--- src/rtl/steuerung_pkg.sv ---
// steuerung_pkg: shared constants for the steuerung_param control FSM.
// Latency: n/a (constants and a pure helper function only).
// Backpressure: n/a.
// Contents: 4-bit state codes (also driven on the status port), trap cause codes,
// and a helper that says which states run the watchdog.
package steuerung_pkg;

    localparam int STATUS_W = 4;

    localparam logic [3:0] S_FETCH      = 4'd0;
    localparam logic [3:0] S_DECODE     = 4'd1;
    localparam logic [3:0] S_ALU1       = 4'd2;
    localparam logic [3:0] S_ALU        = 4'd3;
    localparam logic [3:0] S_WB_JUMP    = 4'd4;
    localparam logic [3:0] S_WB_STORE   = 4'd5;
    localparam logic [3:0] S_WB_LOAD    = 4'd6;
    localparam logic [3:0] S_WB_DEFAULT = 4'd7;
    localparam logic [3:0] S_HALT       = 4'd8;
    localparam logic [3:0] S_TRAP       = 4'd9;

    localparam logic [1:0] URS_NONE  = 2'b00;
    localparam logic [1:0] URS_FETCH = 2'b01;
    localparam logic [1:0] URS_DATEN = 2'b10;
    localparam logic [1:0] URS_ALU   = 2'b11;

    // States that wait on an external completion strobe and are therefore watched.
    function automatic logic is_wait_state(input logic [3:0] s);
        return (s == S_FETCH) || (s == S_ALU1) || (s == S_ALU) ||
               (s == S_WB_LOAD) || (s == S_WB_STORE);
    endfunction

endpackage

--- src/rtl/steuerung_param_zeitueberwachung.sv ---
// zeitueberwachung: watchdog counter that flags when a wait reaches its limit.
// Latency: expired_o is combinational from the registered count; count updates next edge.
// Backpressure: none; clr_i has priority over en_i, a limit of 0 never expires.
// Ports: Clock/Reset (async, active-high), clr_i, en_i, limit_i[W-1:0], expired_o.
module zeitueberwachung #(
    parameter int W = 8
) (
    input  logic         Clock,
    input  logic         Reset,
    input  logic         clr_i,
    input  logic         en_i,
    input  logic [W-1:0] limit_i,
    output logic         expired_o
);

    logic [W-1:0] count_q, count_d;

    always_comb begin
        count_d = count_q;
        if (clr_i) begin
            count_d = '0;
        end else if (en_i) begin
            count_d = count_q + 1'b1;
        end
    end

    always_ff @(posedge Clock or posedge Reset) begin
        if (Reset) begin
            count_q <= '0;
        end else begin
            count_q <= count_d;
        end
    end

    // The cycle holding limit-1 is the last one allowed; a limit of 0 disables the watch.
    assign expired_o = en_i && (limit_i != '0) && (count_q == (limit_i - 1'b1));

endmodule

--- src/rtl/steuerung_param.sv ---
// steuerung_param: multi-cycle CPU sequencing FSM with watchdog trap, debug halt, optional retire counter.
// Latency: one state step per clock; outputs decode the registered state (jump/JAL terms also gate live class inputs).
// Backpressure: waits on BefehlGeladen/ALUFertig/DatenGeladen/DatenGespeichert, bounded by the watchdog; halt only at instruction boundaries.
// Ports: Clock, Reset (async, active-high); completion strobes; decoded class inputs + Bedingung;
// HaltAnfrage, TrapQuittung; datapath control outputs, TrapSignal, TrapUrsache[1:0], Angehalten, status[3:0].
// Build option: define STEUERUNG_PERF_EN to add the Retired[PERF_W-1:0] retired-instruction counter port.
module steuerung_param
    import steuerung_pkg::*;
#(
    parameter int TIMEOUT_W   = 8,
    parameter int MEM_TIMEOUT = 200,
    parameter int ALU_TIMEOUT = 64,
    parameter int PERF_W      = 32
) (
    input  logic                Clock,
    input  logic                Reset,
    input  logic                BefehlGeladen,
    input  logic                DatenGeladen,
    input  logic                DatenGespeichert,
    input  logic                ALUFertig,
    input  logic                LoadBefehl,
    input  logic                StoreBefehl,
    input  logic                JALBefehl,
    input  logic                UnbedingterSprungBefehl,
    input  logic                BedingterSprungBefehl,
    input  logic                Bedingung,
    input  logic                HaltAnfrage,
    input  logic                TrapQuittung,
    output logic                LoadBefehlSignal,
    output logic                DekodierSignal,
    output logic                ALUStartSignal,
    output logic                RegisterSchreibSignal,
    output logic                LoadDatenSignal,
    output logic                StoreDatenSignal,
    output logic                PCSignal,
    output logic                PCSprungSignal,
    output logic                TrapSignal,
    output logic [1:0]          TrapUrsache,
    output logic                Angehalten,
    output logic [STATUS_W-1:0] status
`ifdef STEUERUNG_PERF_EN
    ,
    output logic [PERF_W-1:0]   Retired
`endif
);

    localparam logic [TIMEOUT_W-1:0] MEM_LIM = TIMEOUT_W'(MEM_TIMEOUT);
    localparam logic [TIMEOUT_W-1:0] ALU_LIM = TIMEOUT_W'(ALU_TIMEOUT);

    logic [3:0]           state_q, state_d;
    logic [1:0]           ursache_q, ursache_d;
    logic                 fertig;
    logic                 wd_clr, wd_en, wd_expired;
    logic [TIMEOUT_W-1:0] wd_limit;

    // Watchdog: ALU1 is the first cycle of the ALU wait, so ALU1->ALU keeps counting.
    assign wd_en    = is_wait_state(state_q);
    assign wd_limit = ((state_q == S_ALU1) || (state_q == S_ALU)) ? ALU_LIM : MEM_LIM;
    assign wd_clr   = (state_d != state_q) && !((state_q == S_ALU1) && (state_d == S_ALU));

    zeitueberwachung #(
        .W (TIMEOUT_W)
    ) u_zeitueberwachung (
        .Clock     (Clock),
        .Reset     (Reset),
        .clr_i     (wd_clr),
        .en_i      (wd_en),
        .limit_i   (wd_limit),
        .expired_o (wd_expired)
    );

    // Next state. Completion strobes are tested before the watchdog so a strobe
    // arriving in the expiry cycle still completes normally.
    always_comb begin
        state_d   = state_q;
        ursache_d = ursache_q;
        fertig    = 1'b0;
        case (state_q)
            S_FETCH: begin
                if (BefehlGeladen) begin
                    state_d = S_DECODE;
                end else if (wd_expired) begin
                    state_d   = S_TRAP;
                    ursache_d = URS_FETCH;
                end
            end
            S_DECODE: state_d = S_ALU1;
            S_ALU1, S_ALU: begin
                if (ALUFertig) begin
                    if (UnbedingterSprungBefehl || BedingterSprungBefehl) begin
                        state_d = S_WB_JUMP;
                    end else if (StoreBefehl) begin
                        state_d = S_WB_STORE;
                    end else if (LoadBefehl) begin
                        state_d = S_WB_LOAD;
                    end else begin
                        state_d = S_WB_DEFAULT;
                    end
                end else if (wd_expired) begin
                    state_d   = S_TRAP;
                    ursache_d = URS_ALU;
                end else begin
                    state_d = S_ALU;
                end
            end
            S_WB_JUMP, S_WB_DEFAULT: fertig = 1'b1;
            S_WB_STORE: begin
                if (DatenGespeichert) begin
                    fertig = 1'b1;
                end else if (wd_expired) begin
                    state_d   = S_TRAP;
                    ursache_d = URS_DATEN;
                end
            end
            S_WB_LOAD: begin
                if (DatenGeladen) begin
                    state_d = S_WB_DEFAULT;
                end else if (wd_expired) begin
                    state_d   = S_TRAP;
                    ursache_d = URS_DATEN;
                end
            end
            S_HALT: begin
                if (!HaltAnfrage) begin
                    state_d = S_FETCH;
                end
            end
            S_TRAP: begin
                if (TrapQuittung) begin
                    state_d   = HaltAnfrage ? S_HALT : S_FETCH;
                    ursache_d = URS_NONE;
                end
            end
            default: state_d = S_FETCH;
        endcase
        // Instruction boundary: the only place a pending halt request is honoured.
        if (fertig) begin
            state_d = HaltAnfrage ? S_HALT : S_FETCH;
        end
    end

    always_ff @(posedge Clock or posedge Reset) begin
        if (Reset) begin
            state_q   <= S_FETCH;
            ursache_q <= URS_NONE;
        end else begin
            state_q   <= state_d;
            ursache_q <= ursache_d;
        end
    end

`ifdef STEUERUNG_PERF_EN
    logic [PERF_W-1:0] retired_q, retired_d;

    always_comb begin
        retired_d = retired_q;
        if (fertig) begin
            retired_d = retired_q + 1'b1;
        end
    end

    always_ff @(posedge Clock or posedge Reset) begin
        if (Reset) begin
            retired_q <= '0;
        end else begin
            retired_q <= retired_d;
        end
    end

    assign Retired = retired_q;
`endif

    assign LoadBefehlSignal      = (state_q == S_FETCH);
    assign DekodierSignal        = (state_q == S_DECODE);
    assign ALUStartSignal        = (state_q == S_ALU1);
    assign LoadDatenSignal       = (state_q == S_WB_LOAD);
    assign StoreDatenSignal      = (state_q == S_WB_STORE);
    assign RegisterSchreibSignal = (((state_q == S_ALU1) || (state_q == S_ALU)) && JALBefehl) ||
                                   (state_q == S_WB_DEFAULT);
    assign PCSignal              = (state_q == S_WB_JUMP) || (state_q == S_WB_STORE) ||
                                   (state_q == S_WB_LOAD) || (state_q == S_WB_DEFAULT);
    assign PCSprungSignal        = (state_q == S_WB_JUMP) &&
                                   (UnbedingterSprungBefehl || (BedingterSprungBefehl && Bedingung));
    assign TrapSignal            = (state_q == S_TRAP);
    assign TrapUrsache           = ursache_q;
    assign Angehalten            = (state_q == S_HALT);
    assign status                = state_q;

endmodule

--- config.mk ---
export PLATFORM = sky130hd
export DESIGN_NAME = steuerung_param
export DESIGN_NICKNAME = d
export VERILOG_FILES = /design/src/rtl/steuerung_pkg.sv /design/src/rtl/steuerung_param_zeitueberwachung.sv /design/src/rtl/steuerung_param.sv
export SDC_FILE = /design/constraint.sdc
export NUM_CORES = 1
export LEC_CHECK = 0
export CAP_MARGIN = 20
export CELL_PAD_IN_SITES_DETAIL_PLACEMENT = 0
export CELL_PAD_IN_SITES_GLOBAL_PLACEMENT = 1
export CORE_UTILIZATION = 36
export DETAILED_ROUTE_END_ITERATION = 10
export GPL_ROUTABILITY_DRIVEN = 1
export PLACE_DENSITY = 0.79
export SYNTH_ARGS = -nofsm -noshare
export SYNTH_HDL_FRONTEND = slang
export SYNTH_SLANG_ARGS = --single-unit
--- constraint.sdc ---
create_clock -name Clock -period 2.8 [get_ports Clock]
set_clock_uncertainty 0.2 [all_clocks]
set_input_delay 0.56 -clock Clock [delete_from_list [all_inputs] [get_ports Clock]]
set_output_delay 0.56 -clock Clock [all_outputs]
set_load 0.02 [all_outputs]
# Yosys cells after proc, flatten, opt, wreduce, memory -nomap -nowiden
# Cells that the tools add are included.
# word_totals
register_bits	14
input_bits	14
out_inout_bits	16
# classes
addsub	2
n_eq_ne	19
mux	28
reduce_logical	26
# op_table
operator	count
2-to-1 mux 4 bit	10
one-hot mux 4 bit (8 select lines)	1
2-to-1 mux 8 bit	3
2-to-1 mux 2 bit	10
equality test 4 x 3 -> 1 bit, second input constant	4
equality test 4 x 2 -> 1 bit, second input constant	3
logical OR 1 bit	11
!= test 2 bit, second input constant	5
one-hot mux 2 bit (5 select lines)	1
adder 8 x 1 -> 8 bit, second input constant	1
equality test 4 bit, second input constant	2
equality test 8 bit	1
AND reduction 8 bit	1
nonzero test 8 bit	1
subtractor 8 x 1 -> 8 bit, second input constant	1
logical AND 1 bit	7
nonzero test 5 bit	1
equality test 4 x 1 -> 1 bit, second input constant	1
zero test 4 bit	1
!= test 2 x 1 -> 1 bit, second input constant	2
!= test 4 bit	1
OR reduction 2 bit	2
2-to-1 mux 1 bit	2
one-hot mux 1 bit (2 select lines)	1
2 further kinds	2

# Logic depth before layout (Yosys ltp)
# logic_depth
ltp_word	16
ltp_mapped	9

# Hierarchy
# From an unflattened synthesis, not the netlist that was laid out.
# unflattened
hier_cells	190
hier_area_um2	1482.7
# modules_own_cells
module	n_inst	cells_per_inst	area_per_inst_um2	seq_area_each_um2
steuerung_param	1	112	800.8	150.1
zeitueberwachung	1	78	681.9	200.2

# Worst setup path after synthesis
# Ideal clock, no wire load.
# synth_path
kind	register to register
start	reg state_q[3] (netlist: status[3])
end	reg u_zeitueberwachung.count_q[0]
t_arrival_ps	2277
required_time_ps	2458
path_slack_ps	181
stages_incl_launch_ff	9
synth_period_minus_slack_ps	2619
path_cell_list	dfrtp_1 -> buf_2 -> or3b_1 -> buf_2 -> or4_4 -> a221oi_2 -> o41ai_1 -> o2111ai_2 -> a21oi_2
# synth_between
elab_chain_len	16
word_cells_on_any_way	41
# synth_rtl
item	line	source
from (decl)	steuerung_param.sv:50	logic [3:0] state_q, state_d;
from (signal assigned)	steuerung_param.sv:147	state_q <= state_d;
parallel branches: the longest is 16 deep, another holds subtractor 8 x 1 -> 8 bit	n/a	
to (signal assigned)	steuerung_param_zeitueberwachung.sv:31	count_q <= count_d;
to (decl)	steuerung_param_zeitueberwachung.sv:16	logic [W-1:0] count_q, count_d;
# Parallel ways; which one is timed is not known.
# A chain may end at the register's enable or synchronous reset.

# Worst setup path after layout
# layout_path
start	reg state_q[1] (netlist: status[1])
end	out StoreDatenSignal
# layout_between
elab_chain_len	1
# layout_rtl
item	line	source
equality test 4 x 3 -> 1 bit	steuerung_param.sv:177	assign StoreDatenSignal = (state_q == S_WB_STORE);
to (decl)	steuerung_param.sv:34	output logic StoreDatenSignal,
# Every way passes these cells.

==> reports/metrics.cfg <==
[power]
p_leak_nw=0.704
ir_drop_v=0.000409
powerDensity_mw_per_mm2=940

[yosys]
async_reset_ff_share_pct=100
synth_xor_xnor_area_share_pct=5.54
synth_top_family_by_area=compound AO/OA/AOI/OAI gates
synth_common_cells=14 x dfrtp_1, 14 x nor2_1, 10 x o21ai_0
synth_simple_gate_area_share_pct=26.1
syn_inst=156
synth_warnings=0
ys_seq_area_share_pct=27.7
ys.flop_type=dfrtp_1
synth_edf_count=0
synth.net_count=171
synth_compound_area_share_pct=29.4
yosys.area.top_type=dfrtp_1
ys_types=51
syn_avg_cell_area_um2=8.11
synth_top_area_share_pct=27.7
muxShareOfSynthArea_pct=3.46
synth-seq-cells=14
synth_area_leaders=dfrtp_1 28%, a21oi_2 6.2%, xnor2_1 4.8%
synth_fa_ha_area_share_pct=0.989
syn_area_mm2=0.00126

[clock_tree]
ctsHoldBuffers=0
path_clk_slew_ns=0.08
post_cts_buffers=0
cts_made_buffers=3
htreeDepth=1
clockBufferDepth=2
cts.sinks=14
post_cts_resized=6
cts-root-buf=clkbuf_4
clk_latency_ns=0.28
cts_tree=done

[detailed_routing]
met3_length_um=216
wl_um=3640
num_vias=1344
route.detailed.drc=0
wl_met1_um=1680
drt_iter0_drc=91
drt_pass1_iterations=4
wl_per_cell_um=15.4
wl_met2_um=1740
dr.max_layer_used=met3
via_per_inst=5.67
antenna_left=0

[floorplan]
num_rows=21
initial_core_util_pct=37.6
die_area_mm2=0.00375
ios=30
coreArea_mm2=0.00336
die_w_um=61.3
die_y_um=61.3

[setup_path]
end_kind=primary output
crit_path_max_incr_delay_ns=0.63
timing.rr.end=u_zeitueberwachung.count_q[4]
crit_end=StoreDatenSignal
crit_required_ns=2.04
crit_type=flip-flop to primary output
start_kind=flip-flop
rr_startpoint=status[2]
startpoint=status[1]
arrival_ns=1.92
ff2ff_path_depth=7
slowest_stage=clkdlybuf4s50_1
r2r_slack_ns=0.17
crit_path_cell_trace=nand2b_1 > nor2_1 > clkdlybuf4s50_1
cp_max_fo=9

[final_layout]
fin_nets=207
layout-drive-gt1-share_pct=20.4
utilization_pct=51.1
n_fill_cell=352
stdcell_area_mm2=0.00172
area_delta_synth_final_pct=35.9
stdcell_count=237
diodes=0

[sta]
tns_ns=0
setup_viol=0
worst_pin_slew_ns=0.540
slew_headroom_pct=63.9
post-route-min-period_ns=2.68
timing.final.crit_share_pct=95.6
max_freq_ghz=0.374
rsz0062_at_grt=no
drv_slew=0
finalHoldViolations=0

[grt]
globalRouteTotalUtil_pct=21.0
antenna_found_initial=0
grt_max_degree=21
grt-ovfl-total=0
grt_pass1_vias=1220
grt_pass1_wl_um=5820

[placed_design]
dp_cells=233
io_buffers=29
place_area_mm2=0.00167
dpl.hpwl_um=2780
gp_congestion=0.841

[min_path]
min_path_type=flip-flop to flip-flop
worst_hold_startpoint=TrapUrsache[1]

[run]
maxCapViolations=0

[status]
outcome=finished, final reports clean

## area by class of cell
class	count	area [µm²]	area share, %
Inverter	6	22.5	1.31
Clock buffer	4	36.3	2.11
Sequential cell	14	354	20.6
Tap cell	46	57.6	3.35
Timing Repair Buffer	44	418	24.3
Multi-Input combinational cell	123	831	48.3
## registers in the layout (all words and copies together) (netlist names)
name and flops:
status 4, u_zeitueberwachung.count_q 8, TrapUrsache 2
## worst max-delay path, delay by kind of cell, from the launching register on
kind | cells | cell delay, ns
and+or+nand+nor | 2 | 0.53
buffers and inverters | 1 | 0.63
DFF | 1 | 0.47
## through the flow
stage	hold slack (ns)	power, mW	setup WS, ns
floorplan	0.249	1.06	0.181
global placement	0.294	1.48	0.0835
detailed placement	0.299	1.48	0.0533
CTS	0.323	1.62	0.0104
global route	0.336	1.74	0.0434
finish	0.315	1.62	0.124
## kinds of logic (layout without fill, tap and decap cells)
logic type | count (synthesis) | in the layout
AOI/OAI and AO/OA | 51 | 51
xor gates and xnor gates | 8 | 8
adders and majority gates | 1 | 1
buffers and inverters | 19 | 54
DFF | 14 | 14
muxes | 4 | 4
and+or+nand+nor | 59 | 59
## power breakdown
group          total [mW]  switching, mW  leakage (nW)  internal, mW
clock network       0.145         0.0660        0.0210        0.0791
registers           0.320         0.0655         0.184         0.255
logic                1.15          0.638         0.498         0.512
## worst min-delay path by stage
stage / to / slack (ns) / cells after the start
after global routing: TrapUrsache[1] / 0.34 / 1
after detailed placement: TrapUrsache[1] / 0.30 / 1
after floorplan: TrapUrsache[0] / 0.25 / 1
after CTS: TrapUrsache[1] / 0.32 / 1
after global placement: TrapUrsache[1] / 0.29 / 1
final: TrapUrsache[1] / 0.31 / 1
## placed cells by master, fill, tap and decap left out, types with 2 or more instances in the layout
cell type         n
clkdlybuf4s50_1  22
nor2_1           14
buf_4            14
dfrtp_1          11
o21ai_0          10
a21oi_2           9
a21oi_1           8
nand2_1           8
xnor2_1           7
nor3_1            7
inv_1             6
nor2b_1           4
nor3b_1           4
dlygate4sd2_1     4
o31ai_1           3
nand2b_1          3
a211oi_1          3
mux2_2            3
clkbuf_4          3
dlymetal6s2s_1    3
dfrtp_2           3
o41ai_1           2
a31oi_1           2
and2_1            2
nand4_1           2
nand3_1           2
nand3b_1          2
nor4_1            2
## layer usage
metal	vias up	track usage, %
met3	0	3.57
li1	647	-
met2	47	32.0
met1	650	31.3
met4	0	4.22
met5	-	0
No activity file was read; power rests on OpenSTA's default activity.
